File: src/rtl/dmem_dumper_if.sv
// Bus bundle for dmem_dumper: the CPU MEM-stage port, the data-memory port and the dump stream.
// The master modport is the dumper's view; the slave modport is the surrounding system's view.
interface dmem_dumper_if;
    logic        start;
    logic [31:0] cpu_address;
    logic [31:0] cpu_writeData;
    logic        cpu_memRead;
    logic        cpu_memWrite;
    logic [31:0] cpu_readData;
    logic [31:0] mem_address;
    logic [31:0] mem_writeData;
    logic        mem_memRead;
    logic        mem_memWrite;
    logic [31:0] mem_readData;
    logic        busy;
    logic        dump_valid;
    logic        dump_ready;
    logic [31:0] dump_addr;
    logic [31:0] dump_data;
    logic        dump_last;
    logic        done;

    modport master (
        input  start, cpu_address, cpu_writeData, cpu_memRead, cpu_memWrite, mem_readData,
               dump_ready,
        output cpu_readData, mem_address, mem_writeData, mem_memRead, mem_memWrite, busy,
               dump_valid, dump_addr, dump_data, dump_last, done
    );

    modport slave (
        output start, cpu_address, cpu_writeData, cpu_memRead, cpu_memWrite, mem_readData,
               dump_ready,
        input  cpu_readData, mem_address, mem_writeData, mem_memRead, mem_memWrite, busy,
               dump_valid, dump_addr, dump_data, dump_last, done
    );
endinterface

File: src/rtl/dmem_dumper.sv
// Data-memory dump controller: passes CPU accesses through in IDLE, otherwise streams every word.
// Optional DMEM_DUMP_SKIP_ZERO_EN suppresses beats for words that read as zero.
module dmem_dumper #(
    parameter int unsigned NUMS = 32
) (
    input  logic          clk,
    input  logic          reset,
    dmem_dumper_if.master bus_io
);
    localparam int unsigned IdxW = (NUMS > 1) ? $clog2(NUMS) : 1;
    localparam logic [IdxW-1:0] LastIdx = IdxW'(NUMS - 1);

    typedef enum logic [1:0] {StIdle, StRead, StSend, StDone} state_e;

    state_e          state_q, state_d;
    logic [IdxW-1:0] idx_q, idx_d;
    logic [31:0]     buf_q, buf_d;
    logic [31:0]     idx_addr;
    logic            idx_last;

    assign idx_addr = {{(30 - IdxW){1'b0}}, idx_q, 2'b00};
    assign idx_last = (idx_q == LastIdx);

    always_ff @(posedge clk or posedge reset) begin
        if (reset) begin
            state_q <= StIdle;
            idx_q   <= '0;
            buf_q   <= '0;
        end else begin
            state_q <= state_d;
            idx_q   <= idx_d;
            buf_q   <= buf_d;
        end
    end

    always_comb begin
        state_d               = state_q;
        idx_d                 = idx_q;
        buf_d                 = buf_q;
        bus_io.cpu_readData   = '0;
        bus_io.mem_address    = '0;
        bus_io.mem_writeData  = '0;
        bus_io.mem_memRead    = 1'b0;
        bus_io.mem_memWrite   = 1'b0;
        bus_io.busy           = (state_q != StIdle);
        bus_io.dump_valid     = 1'b0;
        bus_io.dump_addr      = '0;
        bus_io.dump_data      = '0;
        bus_io.dump_last      = 1'b0;
        bus_io.done           = 1'b0;

        unique case (state_q)
            StIdle: begin
                bus_io.mem_address   = bus_io.cpu_address;
                bus_io.mem_writeData = bus_io.cpu_writeData;
                bus_io.mem_memRead   = bus_io.cpu_memRead;
                bus_io.mem_memWrite  = bus_io.cpu_memWrite;
                bus_io.cpu_readData  = bus_io.mem_readData;
                if (bus_io.start) begin
                    idx_d   = '0;
                    state_d = StRead;
                end
            end
            StRead: begin
                bus_io.mem_address = idx_addr;
                bus_io.mem_memRead = 1'b1;
`ifdef DMEM_DUMP_SKIP_ZERO_EN
                // Zero words are skipped without a beat; completion is signalled only by done.
                if (bus_io.mem_readData == '0) begin
                    if (idx_last) begin
                        state_d = StDone;
                    end else begin
                        idx_d = idx_q + 1'b1;
                    end
                end else begin
                    buf_d   = bus_io.mem_readData;
                    state_d = StSend;
                end
`else
                buf_d   = bus_io.mem_readData;
                state_d = StSend;
`endif
            end
            StSend: begin
                bus_io.dump_valid = 1'b1;
                bus_io.dump_addr  = idx_addr;
                bus_io.dump_data  = buf_q;
                bus_io.dump_last  = idx_last;
                if (bus_io.dump_ready) begin
                    if (idx_last) begin
                        state_d = StDone;
                    end else begin
                        idx_d   = idx_q + 1'b1;
                        state_d = StRead;
                    end
                end
            end
            StDone: begin
                bus_io.done = 1'b1;
                state_d     = StIdle;
            end
            default: state_d = StIdle;
        endcase
    end
endmodule

File: src/flat_wrapper.sv
// flat-port wrapper written by rule: the top's interface ports become plain ports
module dmem_dumper_flat 
#(
    parameter int unsigned NUMS = 32
)
  (clk, reset, bus_io_start, bus_io_cpu_address, bus_io_cpu_writeData, bus_io_cpu_memRead, bus_io_cpu_memWrite, bus_io_mem_readData, bus_io_dump_ready, bus_io_cpu_readData, bus_io_mem_address, bus_io_mem_writeData, bus_io_mem_memRead, bus_io_mem_memWrite, bus_io_busy, bus_io_dump_valid, bus_io_dump_addr, bus_io_dump_data, bus_io_dump_last, bus_io_done);
  dmem_dumper_if bus_io_i ();
  input  logic clk;
  input  logic reset;
  input wire logic [$bits(bus_io_i.start)-1:0] bus_io_start;
  input wire logic [$bits(bus_io_i.cpu_address)-1:0] bus_io_cpu_address;
  input wire logic [$bits(bus_io_i.cpu_writeData)-1:0] bus_io_cpu_writeData;
  input wire logic [$bits(bus_io_i.cpu_memRead)-1:0] bus_io_cpu_memRead;
  input wire logic [$bits(bus_io_i.cpu_memWrite)-1:0] bus_io_cpu_memWrite;
  input wire logic [$bits(bus_io_i.mem_readData)-1:0] bus_io_mem_readData;
  input wire logic [$bits(bus_io_i.dump_ready)-1:0] bus_io_dump_ready;
  output wire logic [$bits(bus_io_i.cpu_readData)-1:0] bus_io_cpu_readData;
  output wire logic [$bits(bus_io_i.mem_address)-1:0] bus_io_mem_address;
  output wire logic [$bits(bus_io_i.mem_writeData)-1:0] bus_io_mem_writeData;
  output wire logic [$bits(bus_io_i.mem_memRead)-1:0] bus_io_mem_memRead;
  output wire logic [$bits(bus_io_i.mem_memWrite)-1:0] bus_io_mem_memWrite;
  output wire logic [$bits(bus_io_i.busy)-1:0] bus_io_busy;
  output wire logic [$bits(bus_io_i.dump_valid)-1:0] bus_io_dump_valid;
  output wire logic [$bits(bus_io_i.dump_addr)-1:0] bus_io_dump_addr;
  output wire logic [$bits(bus_io_i.dump_data)-1:0] bus_io_dump_data;
  output wire logic [$bits(bus_io_i.dump_last)-1:0] bus_io_dump_last;
  output wire logic [$bits(bus_io_i.done)-1:0] bus_io_done;
  assign bus_io_i.start = bus_io_start;
  assign bus_io_i.cpu_address = bus_io_cpu_address;
  assign bus_io_i.cpu_writeData = bus_io_cpu_writeData;
  assign bus_io_i.cpu_memRead = bus_io_cpu_memRead;
  assign bus_io_i.cpu_memWrite = bus_io_cpu_memWrite;
  assign bus_io_i.mem_readData = bus_io_mem_readData;
  assign bus_io_i.dump_ready = bus_io_dump_ready;
  assign bus_io_cpu_readData = bus_io_i.cpu_readData;
  assign bus_io_mem_address = bus_io_i.mem_address;
  assign bus_io_mem_writeData = bus_io_i.mem_writeData;
  assign bus_io_mem_memRead = bus_io_i.mem_memRead;
  assign bus_io_mem_memWrite = bus_io_i.mem_memWrite;
  assign bus_io_busy = bus_io_i.busy;
  assign bus_io_dump_valid = bus_io_i.dump_valid;
  assign bus_io_dump_addr = bus_io_i.dump_addr;
  assign bus_io_dump_data = bus_io_i.dump_data;
  assign bus_io_dump_last = bus_io_i.dump_last;
  assign bus_io_done = bus_io_i.done;
  dmem_dumper #(.NUMS(NUMS)) u_core (.clk(clk), .reset(reset), .bus_io(bus_io_i));
endmodule
File: config.mk
export PLATFORM = sky130hd
export DESIGN_NAME = dmem_dumper_flat
export DESIGN_NICKNAME = d
export VERILOG_FILES = /design/src/rtl/dmem_dumper_if.sv /design/src/rtl/dmem_dumper.sv /design/src/flat_wrapper.sv
export SDC_FILE = /design/constraint.sdc
export NUM_CORES = 1
export LEC_CHECK = 0
export BUFFER_PORTS_ARGS = -buffer_cell sky130_fd_sc_hd__buf_2
export CAP_MARGIN = 20
export CORE_AREA = 2 2 105 107
export CTS_CLUSTER_DIAMETER = 80
export DETAILED_ROUTE_END_ITERATION = 7
export DIE_AREA = 0 0 107 109
export SETUP_SLACK_MARGIN = 0.3
export SLEW_MARGIN = 20
export SYNTH_ARGS = -nofsm -noshare
export SYNTH_HDL_FRONTEND = slang
export SYNTH_SLANG_ARGS = --single-unit
File: constraint.sdc
create_clock -name clk -period 5.4 [get_ports clk]
set_input_delay 0.27 -clock clk [delete_from_list [all_inputs] [get_ports clk]]
set_output_delay 0.27 -clock clk [all_outputs]
set_load 0.005 [all_outputs]
# After elaboration in Yosys (flattened, before gate mapping)
# Cells that the tools add are included.
[op_classes]
add_sub_neg = 1
n_eq_ne = 7
n_mux = 18
reduce_logical = 5
[ops]
columns = ["cell", "n"]
rows = [
  ["$mux W32", 3],
  ["$pmux W32 S2", 1],
  ["$mux W5", 3],
  ["$pmux W5 S2", 1],
  ["$pmux W2 S4", 1],
  ["$mux W7", 1],
  ["$mux W2", 3],
  ["$ne A2 B2 Y1 const B", 3],
  ["$add A5 B1 Y5 const B", 1],
  ["$eq A5 B5 Y1 const B", 1],
  ["$eq A2 B2 Y1 const B", 2],
  ["$mux W1", 4],
  ["$reduce_and A4 Y1", 1],
  ["$reduce_bool A2 Y1", 2],
  ["$eq A2 B1 Y1 const B", 1],
  ["$logic_not A2 Y1", 1],
  ["$pmux W1 S2", 1],
  ["$reduce_and A2 Y1", 1],
]
[word_totals]
regBits = 39
input_bits = 102
elab_cells = 34

# Depth between registers and ports, before layout
[depth]
depth_word = 4
depth_mapped = 7
depth_no_buf = 7

# Worst setup path after synthesis
# No wires, ideal clock.
[synth_path]
kind = "register to register"
startpoint = "reg u_core.idx_q[0]"
endpoint = "reg u_core.idx_q[3]"
arrival_time_ps = 1631
t_required_ps = 5320
setup_slack_ps = 3689
stages_incl_launch_ff = 8
n_path_buf = 0
cell_sequence = "dfrtp_1 -> ha_1 -> inv_1 -> nor3_1 -> ha_1 -> nand4bb_2 -> or3_1 -> o211ai_2"
[synth_between]
elab_chain_len = 4
[synth_lines]
columns = ["element", "line", "rtl"]
rows = [
  ["start, declared", "dmem_dumper.sv:16", "logic [IdxW-1:0] idx_q, idx_d;"],
  ["start signal, assigned", "dmem_dumper.sv:31", "idx_q <= idx_d;"],
  ["$add A5 B1 Y5", "dmem_dumper.sv:93", "idx_d = idx_q + 1'b1;"],
  ["$mux W5", "dmem_dumper.sv:90", "if (idx_last) begin"],
  ["$mux W5", "dmem_dumper.sv:89", "if (bus_io.dump_ready) begin"],
  ["$pmux W5 S2", "dmem_dumper.sv:52", "unique case (state_q)"],
]
# Several ways; a longest one is shown, not always the timed one. The select of a mux whose other input is x is not followed.
# A chain may end at the register's enable or synchronous reset.

# Worst setup path in the final report
[layout_path]
startpoint = "reg u_core.state_q[0]"
endpoint = "out bus_io_mem_writeData[4]"
[layout_between]
elab_chain_len = 2
[layout_lines]
columns = ["element", "line", "rtl"]
rows = [
  ["start, declared", "dmem_dumper.sv:15", "state_e state_q, state_d;"],
  ["start signal, assigned", "dmem_dumper.sv:26", "state_q <= StIdle;"],
  ["start signal, assigned", "dmem_dumper.sv:30", "state_q <= state_d;"],
  ["$logic_not A2 Y1", "dmem_dumper.sv:52", ""],
  ["$mux W32", "dmem_dumper.sv:52", ""],
  ["end, declared", "flat_wrapper.sv:19", "output wire logic [$bits(bus_io_i.mem_writeData)-1:0] bus_io_mem_writeData;"],
]
# No other way between the ends.

==> results.ini <==
[power_and_ir_drop]
p_per_area_nw_per_um2=479.3
leakagePower_uw=0.002443
internal-power_uw=1302
p_seq_share_pct=27.0
vdd_drop_max_mv=0.1796
p_clk_share_pct=14.3
p_comb_share_pct=58.7
swShare_pct=35.65
p_switching_uw=721.0

[grt]
grt_usage_pct=12.87
overflow=0
grt_pass1_vias=2458
grt_max_degree=68
antenna_found_initial=0
grt_first_pass_wirelength_mm=12.01

[placement]
portBuffers=240
preCtsSetupSlack_ns=3.092
dpl.hpwl_mm=6.363
globalplace.congestion=0.7511

[sta]
hold_viol_final=0
min_period_ns=2.500
final.setup_skew_ns=0.002049
layout_setup_ws_ns=2.900
relSlewSlack_pct=45.75
finalSetupViolations=0
slew_violations=0
finalCritPeriodShare_pct=46.30
timing.fmax_mhz=400.0
rsz0062_at_grt=no
finalSetupTns_ns=0
worstMarginPinSlew_ns=0.8126

[critical_path]
critPathMaxFanout=67
worstReg2RegStart=u_core.state_q[0]$_DFFE_PP0P_
startpoint=u_core.state_q[0]$_DFFE_PP0P_
cp-end-kind=output port
setup.worst_path.class=reg -> out
crit_arrival_ns=2.23
start_kind=register
worstPathRequired_ns=5.13

[synth]
avgSynthCellArea_um2=10.04
ys_types=28
synth_warnings=0
synth_top_area_share_pct=32.97
yosys_register_bits=39
synthCells=295
syn_area_um2=2960
ys_top_cells_by_area=dfrtp_1 (33%), and2_1 (28%), mux2_4 (15%)
synth.largest_area_cell=dfrtp_1
yosysSeqAreaShare_pct=32.97

[die]
io_pins=268
rows=38
core-area_um2=10600
dieArea_um2=11660
fp.dieH_um=109
fp.dieW_um=107
start_util_pct=27.92

[detailed_routing]
vias_per_cell=4.053
drcViolationCount=0
drtAntennaViolNets=0
drt_wl_total_mm=8.011
detail_route.first_pass.iterations=2
dr_total_vias=2691
routedWlPerCell_um=12.06
drt_first_iter_violations=44

[clock_tree]
cts_tree=done
cts_resized=0
cts.path.max_buffers=2
cts_made_buffers=5
holdBufCountCts=0
cts_setup_buffers=0
clock_latency_ns=0.28
root_buffer=clkbuf_8
htreeDepth=2
path_clk_slew_ns=0.08
numClockSinks=39

[layout]
n_antenna_cell=0
final_cell_mix=buf_2 (240), and2_1 (131), dfrtp_1 (39)
drive_above_1_share_pct=55.53
syn_to_final_growth_pct=42.56
final_common_cell=buf_2
layout.nets=627

[min_path]
worstHoldPathType=in -> async

[run]
cap_violations=0

[run_status]
status=completed

==> metrics by stage <==
step	area, µm²	utilization (%)	total power [µW]	hold WS [ns]	std cells
after floorplan	3058	-	1392	0.4122	321
after global placement	4084	38.52	1739	0.4867	656
after detailed placement	4084	38.52	1761	0.4852	656
after CTS	4220	39.80	2068	0.1705	664
after global routing	4220	39.80	2210	0.2082	664
final	4220	39.80	2023	0.1391	664
==> final cells by class <==
class / count / area (µm²)
inverter: 7 / 26.28
clock inverter: 3 / 67.56
sequential: 39 / 975.9
clock buffer: 5 / 68.82
tap: 140 / 175.2
multi-input combinational: 227 / 1683
timing repair buffer: 243 / 1224
fill: 1120 / 6382
==> path summary, 6_finish.rpt <==
path	end	slack, ns	depth (start not counted)
max	bus_io_mem_writeData[4]	2.90	4
min	u_core.buf_q[10]$_DFFE_PP0P_	0.14	2
max reg2reg	u_core.buf_q[9]$_DFFE_PP0P_	3.12	3
min reg2reg	u_core.buf_q[7]$_DFFE_PP0P_	0.51	1
max in group asynchronous	u_core.buf_q[1]$_DFFE_PP0P_	4.76	2
min in group clk	u_core.buf_q[17]$_DFFE_PP0P_	0.22	2
==> sequential cells by signal, summed over array words and instances (netlist names) <==
name / flops
u_core.buf_q: 32
u_core.idx_q: 5
u_core.state_q: 2
==> layer usage <==
metal / track usage (%) / part of all wire [%] / up-vias
li1: - / - / 1317
met3: 2.989 / 7.4 / 4
met1: 15.33 / 41 / 1247
met4: 2.968 / 0.59 / 0
met2: 23.52 / 51 / 123
met5: 0 / 0 / -
==> cell usage after synthesis (all sizes together) <==
| cell | instances |
|---|---|
| dfrtp | 39 |
| buf | 47 |
| nand4bb | 1 |
| conb | 1 |
| ha | 2 |
| a21oi | 2 |
| o211ai | 1 |
| mux2 | 32 |
| nor2 | 8 |
| nor2b | 2 |
| a21o | 1 |
| and2 | 131 |
| nand3 | 2 |
| mux2i | 8 |
| o21ai | 2 |
| nor3 | 1 |
| or3 | 1 |
| inv | 7 |
| nand2b | 2 |
| clkbuf | 1 |
| a21boi | 1 |
| nand2 | 3 |
==> cells by family after synthesis <==
group                    after synthesis  synth area share, %
adder cells (fa/ha/maj)                2               0.8452
AO/OA/AOI/OAI                          7                1.987
flip-flops                            39                32.97
buffers and inverters                 55                13.82
other                                  1               0.1267
multiplexers                          40                18.55
AND/OR/NAND/NOR                      151                31.70
==> critical path: stages (launching register included) <==
cell	delay (ns)
dfrtp_1	0.62
nor2_4	0.50
buf_4	0.49
and2_1	0.19
buf_2	0.12
==> power groups by stage <==
stage	combinational [µW]	sequential [µW]	clock, µW
6_report	1190	546	290
5_1_grt	1320	570	318
2_1_floorplan	897	494	0
3_3_place_gp	1190	548	0
3_5_place_dp	1210	550	0
4_1_cts	1220	548	304
(Power assumes the default switching activity.)
